`config.mk`:
```
export PLATFORM = sky130hd
export DESIGN_NAME = string_fifo_cmp_avalon
export DESIGN_NICKNAME = d
export VERILOG_FILES = /design/src/rtl/string_fifo_cmp_avalon.sv
export SDC_FILE = /design/constraint.sdc
export NUM_CORES = 1
export LEC_CHECK = 0
export CAP_MARGIN = 20
export CORE_MARGIN = 4
export CORE_UTILIZATION = 40
export CTS_BUF_LIST = sky130_fd_sc_hd__clkbuf_8
export DETAILED_ROUTE_END_ITERATION = 6
export PLACE_DENSITY = 0.66
export SYNTH_ARGS = -nofsm -noshare
export SYNTH_HDL_FRONTEND = slang
export SYNTH_SLANG_ARGS = --single-unit
```
`constraint.sdc`:
```
create_clock -name clk -period 8.3 [get_ports clk]
set_input_delay 1.245 -clock clk [delete_from_list [all_inputs] [get_ports clk]]
set_output_delay 1.245 -clock clk [all_outputs]
set_load 0.005 [all_outputs]
```
`src/rtl/string_fifo_cmp_avalon.sv`:
```
// Avalon-MM slave with two 32-bit word FIFOs and a byte-wise string compare engine.
// Optional completion interrupt port enabled by defining STRING_FIFO_IRQ_EN.
module string_fifo_cmp_avalon #(
  parameter int          DEPTH    = 16,
  parameter logic [31:0] DEADWORD = 32'hDEADFACE
) (
  input  logic        clk,
  input  logic        reset,
  input  logic        chipselect,
  input  logic        read,
  input  logic        write,
  input  logic [2:0]  address,
  input  logic [31:0] writedata,
  output logic [31:0] readdata
`ifdef STRING_FIFO_IRQ_EN
  ,
  output logic        irq
`endif
);

  localparam int AW = $clog2(DEPTH);
  localparam logic [AW:0]   FULL_C = (AW+1)'(DEPTH);
  localparam logic [AW:0]   ONE_C  = (AW+1)'(1);
  localparam logic [AW-1:0] ONE_P  = AW'(1);

  typedef enum logic {IDLE, RUN} state_t;
  state_t state_q, state_d;

  logic [31:0]   mem_a [DEPTH];
  logic [31:0]   mem_b [DEPTH];
  logic [AW-1:0] wp_a, rp_a, wp_b, rp_b;
  logic [AW:0]   cnt_a, cnt_b;
  logic          ovf, done, pend, pend_eq, res_eq, irq_en;
  logic [15:0]   res_idx, base;

  logic wr_acc, rd_acc, busy, flush, clr_done, ctrl_acc, go;
  logic empty_a, empty_b, full_a, full_b;
  logic push_a, push_b, bpop_a, bpop_b, last_a, last_b;
  logic [31:0] head_a, head_b, status, result;
  logic        hit, hit_eq;
  logic [1:0]  hit_k;
  logic [16:0] sum_k, sum_4;
  logic [15:0] idx_k, base4;

  assign wr_acc   = chipselect & write;
  assign rd_acc   = chipselect & read;
  assign busy     = (state_q == RUN);
  assign flush    = wr_acc && (address == 3'd2) && writedata[0];
  assign clr_done = wr_acc && (address == 3'd2) && writedata[1];
  assign ctrl_acc = wr_acc && (address == 3'd3) && !busy;
  assign go       = ctrl_acc && writedata[0];
  assign empty_a  = (cnt_a == '0);
  assign empty_b  = (cnt_b == '0);
  assign full_a   = (cnt_a == FULL_C);
  assign full_b   = (cnt_b == FULL_C);
  assign push_a   = wr_acc && (address == 3'd0) && !busy;
  assign push_b   = wr_acc && (address == 3'd1) && !busy;
  assign bpop_a   = rd_acc && (address == 3'd0) && !busy && !empty_a;
  assign bpop_b   = rd_acc && (address == 3'd1) && !busy && !empty_b;
  assign last_a   = (cnt_a == ONE_C);
  assign last_b   = (cnt_b == ONE_C);
  assign head_a   = mem_a[rp_a];
  assign head_b   = mem_b[rp_b];

  assign status = {8'(cnt_a), 8'(cnt_b), 7'b0, ovf, full_b, empty_b, full_a, empty_a,
                   2'b0, busy, done};
  assign result = {res_eq, 15'b0, res_idx};

`ifdef STRING_FIFO_IRQ_EN
  assign irq = done & irq_en;
`endif

  // First byte (MSB first) that either differs or is a shared NUL terminator.
  always_comb begin
    hit    = 1'b0;
    hit_eq = 1'b0;
    hit_k  = '0;
    for (int unsigned k = 0; k < 4; k++) begin
      if (!hit) begin
        if (head_a[31-8*k -: 8] != head_b[31-8*k -: 8]) begin
          hit   = 1'b1;
          hit_k = 2'(k);
        end else if (head_a[31-8*k -: 8] == 8'h00) begin
          hit    = 1'b1;
          hit_eq = 1'b1;
          hit_k  = 2'(k);
        end
      end
    end
  end

  assign sum_k = {1'b0, base} + {15'b0, hit_k};
  assign sum_4 = {1'b0, base} + 17'd4;
  assign idx_k = sum_k[16] ? 16'hFFFF : sum_k[15:0];
  assign base4 = sum_4[16] ? 16'hFFFF : sum_4[15:0];

  always_comb begin
    state_d = state_q;
    if (flush)
      state_d = IDLE;
    else if (busy && (hit || last_a || last_b))
      state_d = IDLE;
    else if (!busy && go && !empty_a && !empty_b)
      state_d = RUN;
  end

  always_ff @(posedge clk) begin
    if (push_a && !full_a) mem_a[wp_a] <= writedata;
    if (push_b && !full_b) mem_b[wp_b] <= writedata;
  end

  always_ff @(posedge clk or posedge reset) begin
    if (reset) begin
      state_q <= IDLE;
      wp_a <= '0; rp_a <= '0; cnt_a <= '0;
      wp_b <= '0; rp_b <= '0; cnt_b <= '0;
      ovf <= 1'b0; done <= 1'b0; pend <= 1'b0; pend_eq <= 1'b0;
      res_eq <= 1'b0; res_idx <= '0; base <= '0; irq_en <= 1'b0;
    end else if (flush) begin
      state_q <= IDLE;
      wp_a <= '0; rp_a <= '0; cnt_a <= '0;
      wp_b <= '0; rp_b <= '0; cnt_b <= '0;
      ovf <= 1'b0; done <= 1'b0; pend <= 1'b0;
    end else begin
      state_q <= state_d;
      if ((push_a && full_a) || (push_b && full_b)) ovf <= 1'b1;
      if (push_a && !full_a) begin
        wp_a  <= wp_a + ONE_P;
        cnt_a <= cnt_a + ONE_C;
      end
      if (push_b && !full_b) begin
        wp_b  <= wp_b + ONE_P;
        cnt_b <= cnt_b + ONE_C;
      end
      if (bpop_a || busy) begin
        rp_a  <= rp_a + ONE_P;
        cnt_a <= cnt_a - ONE_C;
      end
      if (bpop_b || busy) begin
        rp_b  <= rp_b + ONE_P;
        cnt_b <= cnt_b - ONE_C;
      end
      if (clr_done) done <= 1'b0;
      if (ctrl_acc) irq_en <= writedata[1];
      if (go) begin
        done    <= 1'b0;
        res_eq  <= 1'b0;
        res_idx <= '0;
        base    <= '0;
        pend    <= empty_a || empty_b;
        pend_eq <= empty_a && empty_b;
      end else if (pend) begin
        pend    <= 1'b0;
        done    <= 1'b1;
        res_eq  <= pend_eq;
        res_idx <= '0;
      end else if (busy) begin
        if (hit) begin
          res_eq  <= hit_eq;
          res_idx <= idx_k;
          done    <= 1'b1;
        end else begin
          base <= base4;
          if (last_a || last_b) begin
            res_eq  <= last_a && last_b;
            res_idx <= base4;
            done    <= 1'b1;
          end
        end
      end
    end
  end

  always_ff @(posedge clk or posedge reset) begin
    if (reset) begin
      readdata <= '0;
    end else if (rd_acc) begin
      case (address)
        3'd0:    readdata <= (busy || empty_a) ? DEADWORD : head_a;
        3'd1:    readdata <= (busy || empty_b) ? DEADWORD : head_b;
        3'd2:    readdata <= status;
        3'd3:    readdata <= result;
        default: readdata <= '0;
      endcase
    end
  end

endmodule

```
# Word level (Yosys, flattened, before mapping)
# Memory sizes are Yosys's and may differ from the RTL's.
# Index checks and enable logic that the tools add are counted.
dict set report totals {
  register_bits 96
  ramBits 1024
  inputBits 40
  word_cells 185
  n_memories 2
}
# memory depth word_bits read_ports rd_ports_with_merged_regs wr line
set memory_table {}
lappend memory_table {mem_a 16 32 1 0 1 29} ;# logic [31:0] mem_a [DEPTH];
lappend memory_table {mem_b 16 32 1 0 1 30} ;# logic [31:0] mem_b [DEPTH];
dict set report op_classes {
  add_sub_neg 10
  n_eq_ne 13
  n_mux 81
  n_bitwise 3
  reduce_logical 61
}
# cell n
set ops {}
lappend ops {{two-way mux 16 bit} 11}
lappend ops {{case mux 32 bit (4 select lines)} 1}
lappend ops {{two-way mux 32 bit} 2}
lappend ops {{two-way mux 1 bit} 47}
lappend ops {{zero test 8 bit} 4}
lappend ops {{two-way mux 4 bit} 8}
lappend ops {{inequality test 8 bit} 4}
lappend ops {{two-way mux 5 bit} 6}
lappend ops {{logical AND 1 bit} 26}
lappend ops {{adder 16 x 2 -> 17 bit} 1}
lappend ops {{adder 16 x 3 -> 17 bit (second input constant)} 1}
lappend ops {{adder 4 x 1 -> 4 bit (second input constant)} 4}
lappend ops {{two-way mux 2 bit} 6}
lappend ops {{nonzero test 2 bit} 6}
lappend ops {{nonzero test 3 bit} 4}
lappend ops {{adder 5 x 1 -> 5 bit (second input constant)} 2}
lappend ops {{== test 5 x 1 -> 1 bit (second input constant)} 2}
lappend ops {{== test 5 bit (second input constant)} 2}
lappend ops {{zero test 5 bit} 2}
lappend ops {{subtractor 5 x 1 -> 5 bit (second input constant)} 2}
lappend ops {{logical OR 1 bit} 9}
lappend ops {{== test 3 x 2 -> 1 bit (second input constant)} 2}
lappend ops {{zero test 1 bit} 5}
lappend ops {{AND reduction 4 bit} 1}
lappend ops {{other kinds (9)} 10}

# Logic depth before layout (Yosys ltp)
# An unclocked memory read counts as a cell.
dict set report logic_depth {
  depth_word 17
  mapped_depth 19
  ltp_nobuf 14
}

# Worst setup path before layout
# Ideal clock, no wire load.
dict set report synth_path {
  kind {in2reg}
  start {in address[1]}
  end {mem mem_b[0][0] (enable)}
  setup_ns 0.502
  arrival_time_ns 5.089
  setup_slack_ns 2.709
  stages 4
  path_buffers 1
  path_cell_list {clkbuf_1 -> nor3b_1 -> nand3_1 -> nor4_1}
}
dict set report synth_between {
  elab_chain_len 6
}
# item line
set synth_lines {}
lappend synth_lines {{start, declared} 12} ;# input logic [2:0] address,
lappend synth_lines {{== test 3 x 1 -> 1 bit} 57} ;# assign push_b = wr_acc && (address == 3'd1) && !busy;
lappend synth_lines {{logical AND 1 bit (2 in series)} 57}
lappend synth_lines {{logical AND 1 bit} 109} ;# if (push_b && !full_b) mem_b[wp_b] <= writedata;
lappend synth_lines {{two-way mux 1 bit} 109}
lappend synth_lines {{two-way mux 1 bit (implied by the code)} 109}
lappend synth_lines {{end, declared} 30}
# No other way between the ends.

# Worst setup path in the final report
dict set report layout_path {
  start {reg rp_a[2]}
  end {reg res_idx[15]}
}
dict set report layout_between {
  elab_chain_len 17
  word_cells_on_any_way 37
}
# item line
set layout_lines {}
lappend layout_lines {{start, declared} 31} ;# logic [AW-1:0] wp_a, rp_a, wp_b, rp_b;
lappend layout_lines {{start signal, assigned} 136} ;# rp_a <= rp_a + ONE_P;
lappend layout_lines {{memory (16 x 32 bit) *} -}
lappend layout_lines {{zero test 8 bit} 83} ;# end else if (head_a[31-8*k -: 8] == 8'h00) begin
lappend layout_lines {{two-way mux 1 bit} 83}
lappend layout_lines {{two-way mux 1 bit} 80} ;# if (head_a[31-8*k -: 8] != head_b[31-8*k -: 8]) begin
lappend layout_lines {{two-way mux 1 bit} 79} ;# if (!hit) begin
lappend layout_lines {{two-way mux 2 bit} 83}
lappend layout_lines {{two-way mux 2 bit} 80}
lappend layout_lines {{two-way mux 2 bit} 79}
lappend layout_lines {{two-way mux 2 bit} 83}
lappend layout_lines {{two-way mux 2 bit} 80}
lappend layout_lines {{two-way mux 2 bit} 79}
lappend layout_lines {{adder 16 x 2 -> 17 bit} 92} ;# assign sum_k = {1'b0, base} + {15'b0, hit_k};
lappend layout_lines {{two-way mux 16 bit} 94} ;# assign idx_k = sum_k[16] ? 16'hFFFF : sum_k[15:0];
lappend layout_lines {{two-way mux 16 bit} 158} ;# if (hit) begin
lappend layout_lines {{two-way mux 16 bit} 157} ;# end else if (busy) begin
lappend layout_lines {{two-way mux 16 bit} 152} ;# end else if (pend) begin
lappend layout_lines {{two-way mux 16 bit} 145} ;# if (go) begin
lappend layout_lines {{end signal, assigned} 160} ;# res_idx <= idx_k;
lappend layout_lines {{end signal, assigned} 166} ;# res_idx <= base4;
lappend layout_lines {{end, declared} 34} ;# logic [15:0] res_idx, base;
# Every way passes the cells marked *; elsewhere a longest branch is shown, timed or not. The select of a mux whose other input is x is not followed.
# A chain may end at the register's enable or synchronous reset.

==> results.toml <==
[clocking]
cts_buffer_depth = 3
cts_hold_buf = 0
cts_tree = "yes"
insertion_delay_ns = 0.81
ctsRootBufferMaster = "clkbuf_8"
htreeDepth = 4
cts_buffers = 167
ctsResizeCount = 0
cts_sinks = 1120
post_cts_buffers = 0
path_clk_slew_ns = 0.07

[routing]
initialDrtViolationCount = 2722
viasPerCell = 5.79
drc_errors = 0
drt-pass1-iter-count = 7
via_count = 23900
wl_per_cell_um = 27.9
antenna_left = 0
drt_wl_total_mm = 115

[timing]
setup_slack_ns = 2.41
setup_viol = 0
final.setup_skew_ns = 0.0318
hold_viol = 0
setup_tns_ns = 0
hold_slack_ns = 0.493
max_slew_margin_pct = 22.4
rsz0062_at_grt = "no"
fmax_ghz = 0.170
fin_crit_sh_pct = 71.0
finalCriticalPeriod_ns = 5.89
worst_pin_slew_ns = 1.15
finalMaxSlewViolations = 0

[floorplan]
initial_core_util_pct = 40.3
die_area_sq_um = 117000
fp.dieW_um = 342
core-area_sq_um = 111000
num_io_pins = 72
die_y_um = 342
num_rows = 122

[grt]
grt_max_degree = 61
grt_pass1_wl_mm = 168
grt_pass1_vias = 24200
grt_use_met1_pct = 27.3
grt_util_met3_pct = 4.73
overflow = 0
met2_usage_pct = 30.6
grt_busiest_layer = "met2"
grt_util_all_layers_pct = 19.6
grt_antenna_before_repair = 3

[synth]
ys_seq_area_share_pct = 74.3
synth_cell_types = 76
syn_area_per_cell_sq_um = 19.3
syn_area_sq_um = 44600
yosys.area.top_type_share_pct = 68.9
synthTopCellsByArea = "edfxtp_1 69%, mux4_2 13%, dfrtp_1 5.4%"
synthFlopType = "edfxtp_1"
synth-seq-cells = 1120
yosysTopAreaCell = "edfxtp_1"
syn_inst = 2312
synth-async-reset-ratio_pct = 8.57
synth_edf_count = 1024
yosys_warnings = 0
synth_nets = 2372

[worst_hold_path]
holdPathStages = 1
hold_class = "reg -> reg"
hold_start = "res_idx[5]"
min_to = "res_idx[5]"

[status]
outcome = "finished clean"

[critical_path]
rr_startpoint = "rp_a[2]"
arrival_ns = 6.56
worstRegToRegCells = 14
crit_path_start_kind = "flop"
path_class = "reg -> reg"
ff2ff_setup_slack_ns = 2.41
crit_fanout = 57
worst_r2r_endpoint = "res_idx[15]"
cp.required_ns = 8.97
cp-end-kind = "flop"

[power_and_ir_drop]
peakVddDrop_v = 0.000157
power_w = 0.0140
power_density_nw_per_um2 = 275
leakage_nw = 16.5

[layout]
layout_common_cells = "1024 x edfxtp_1, 256 x mux4_2, 175 x clkbuf_8"
fin_nets = 2568
area_growth_pct = 14.5
drive_gt1_share_pct = 24.5
final_common_cell = "edfxtp_1"
fillers = 9141
fin_area_sq_um = 51100

[run]
drv_cap = 0

[placed_design]
hpwl_mm = 67.7
place.gp.congestion = 0.908
placed_area_sq_um = 47400
portBuffers = 71
pre_cts_ws_ns = 2.54
-- synth_stat cells, types with 17 or more instances --
master and number:
nor4_1 17, nand2_1 136, dfrtp_1 96, o21ai_0 50, mux4_2 256, ha_1 19, inv_1 26, edfxtp_1 1024
a41oi_1 20, a22oi_1 134, xor2_1 44, a21oi_1 29, clkbuf_1 89, nor2_1 102, and2_1 17
-- power by group --
group          internal (W)  switching (W)  total (W)  leakage (nW)
Sequential          0.00626       0.000324    0.00658          10.4
Clock               0.00221        0.00210    0.00431          1.79
Combinational       0.00142        0.00174    0.00316          4.26
Total               0.00989        0.00416     0.0140          16.5
-- cell type report --
cell class	instances	area (sq um)	share of cell area, %
Tap cell	1488	1860	3.64
Sequential cell	1120	33200	64.9
Multi-Input combinational cell	1029	10900	21.3
Clock buffer	175	2410	4.71
Antenna cell	1	2.50	0.00490
Inverter	26	100	0.196
Timing Repair Buffer	164	1910	3.74
Clock inverter	127	773	1.51
-- how the worst max path moves through the flow --
stage | start | end | slack [ns] | cells past startpoint
global route | rp_a[0] | res_idx[15] | 2.20 | 14
global placement | rp_a[0] | res_idx[15] | 2.51 | 14
CTS | rp_a[2] | res_idx[15] | 2.56 | 14
finish | rp_a[2] | res_idx[15] | 2.41 | 14
floorplan | address[1] | mem_b[0][0] | 2.71 | 4
detailed placement | rp_a[0] | res_idx[15] | 2.54 | 14
-- registers in the layout, indices dropped and copies added, names as in the netlist --
signal / count
wp_b: 4
done: 1
ovf: 1
rp_a: 4
cnt_a: 5
res_idx: 16
readdata: 32
rp_b: 4
wp_a: 4
busy: 1
res_eq: 1
mem_a: 512
pend: 1
pend_eq: 1
base: 16
mem_b: 512
cnt_b: 5
-- metal layers --
metal	up-vias	routed length [um]
met2	1190	54400
met3	196	10300
met4	0	3570
met1	12600	46900
li1	9892	-
met5	-	0
-- per-stage QoR --
step,instances,utilization (%)
2_1_floorplan,2312,-
4_1_cts,4105,45.7
6_report,4130,46.2
3_5_place_dp,3803,42.8
5_1_grt,4130,46.2
3_3_place_gp,3796,42.7
-- cell families (layout without fill, tap and decap cells) --
group / count (synthesis) / count (layout) / share of synthesized area (%)
AOI/OAI and AO/OA: 318 / 318 / 5.17
xor gates and xnor gates: 53 / 53 / 1.04
adders and majority gates: 20 / 20 / 0.578
buffers and inverters: 163 / 492 / 1.75
DFF: 1120 / 1120 / 74.3
muxes: 263 / 263 / 13.1
other: 0 / 1 / 0
and+or+nand+nor: 375 / 375 / 4.07
-- worst max-delay path, stage by stage (launching register included) --
cell and delay, ns:
dfrtp_4 0.98, buf_4 0.71, mux4_2 0.40, a22oi_1 0.26, nand2_1 0.16, or4_1 0.61
nor2_1 0.22, and3b_4 0.26, a21oi_1 0.24, ha_1 0.28, a21o_1 0.20, a41oi_1 0.87
o21bai_1 0.19, a21oi_1 0.20, o2bb2ai_1 0.07
Note: power is estimated with default switching activity, not from simulation.
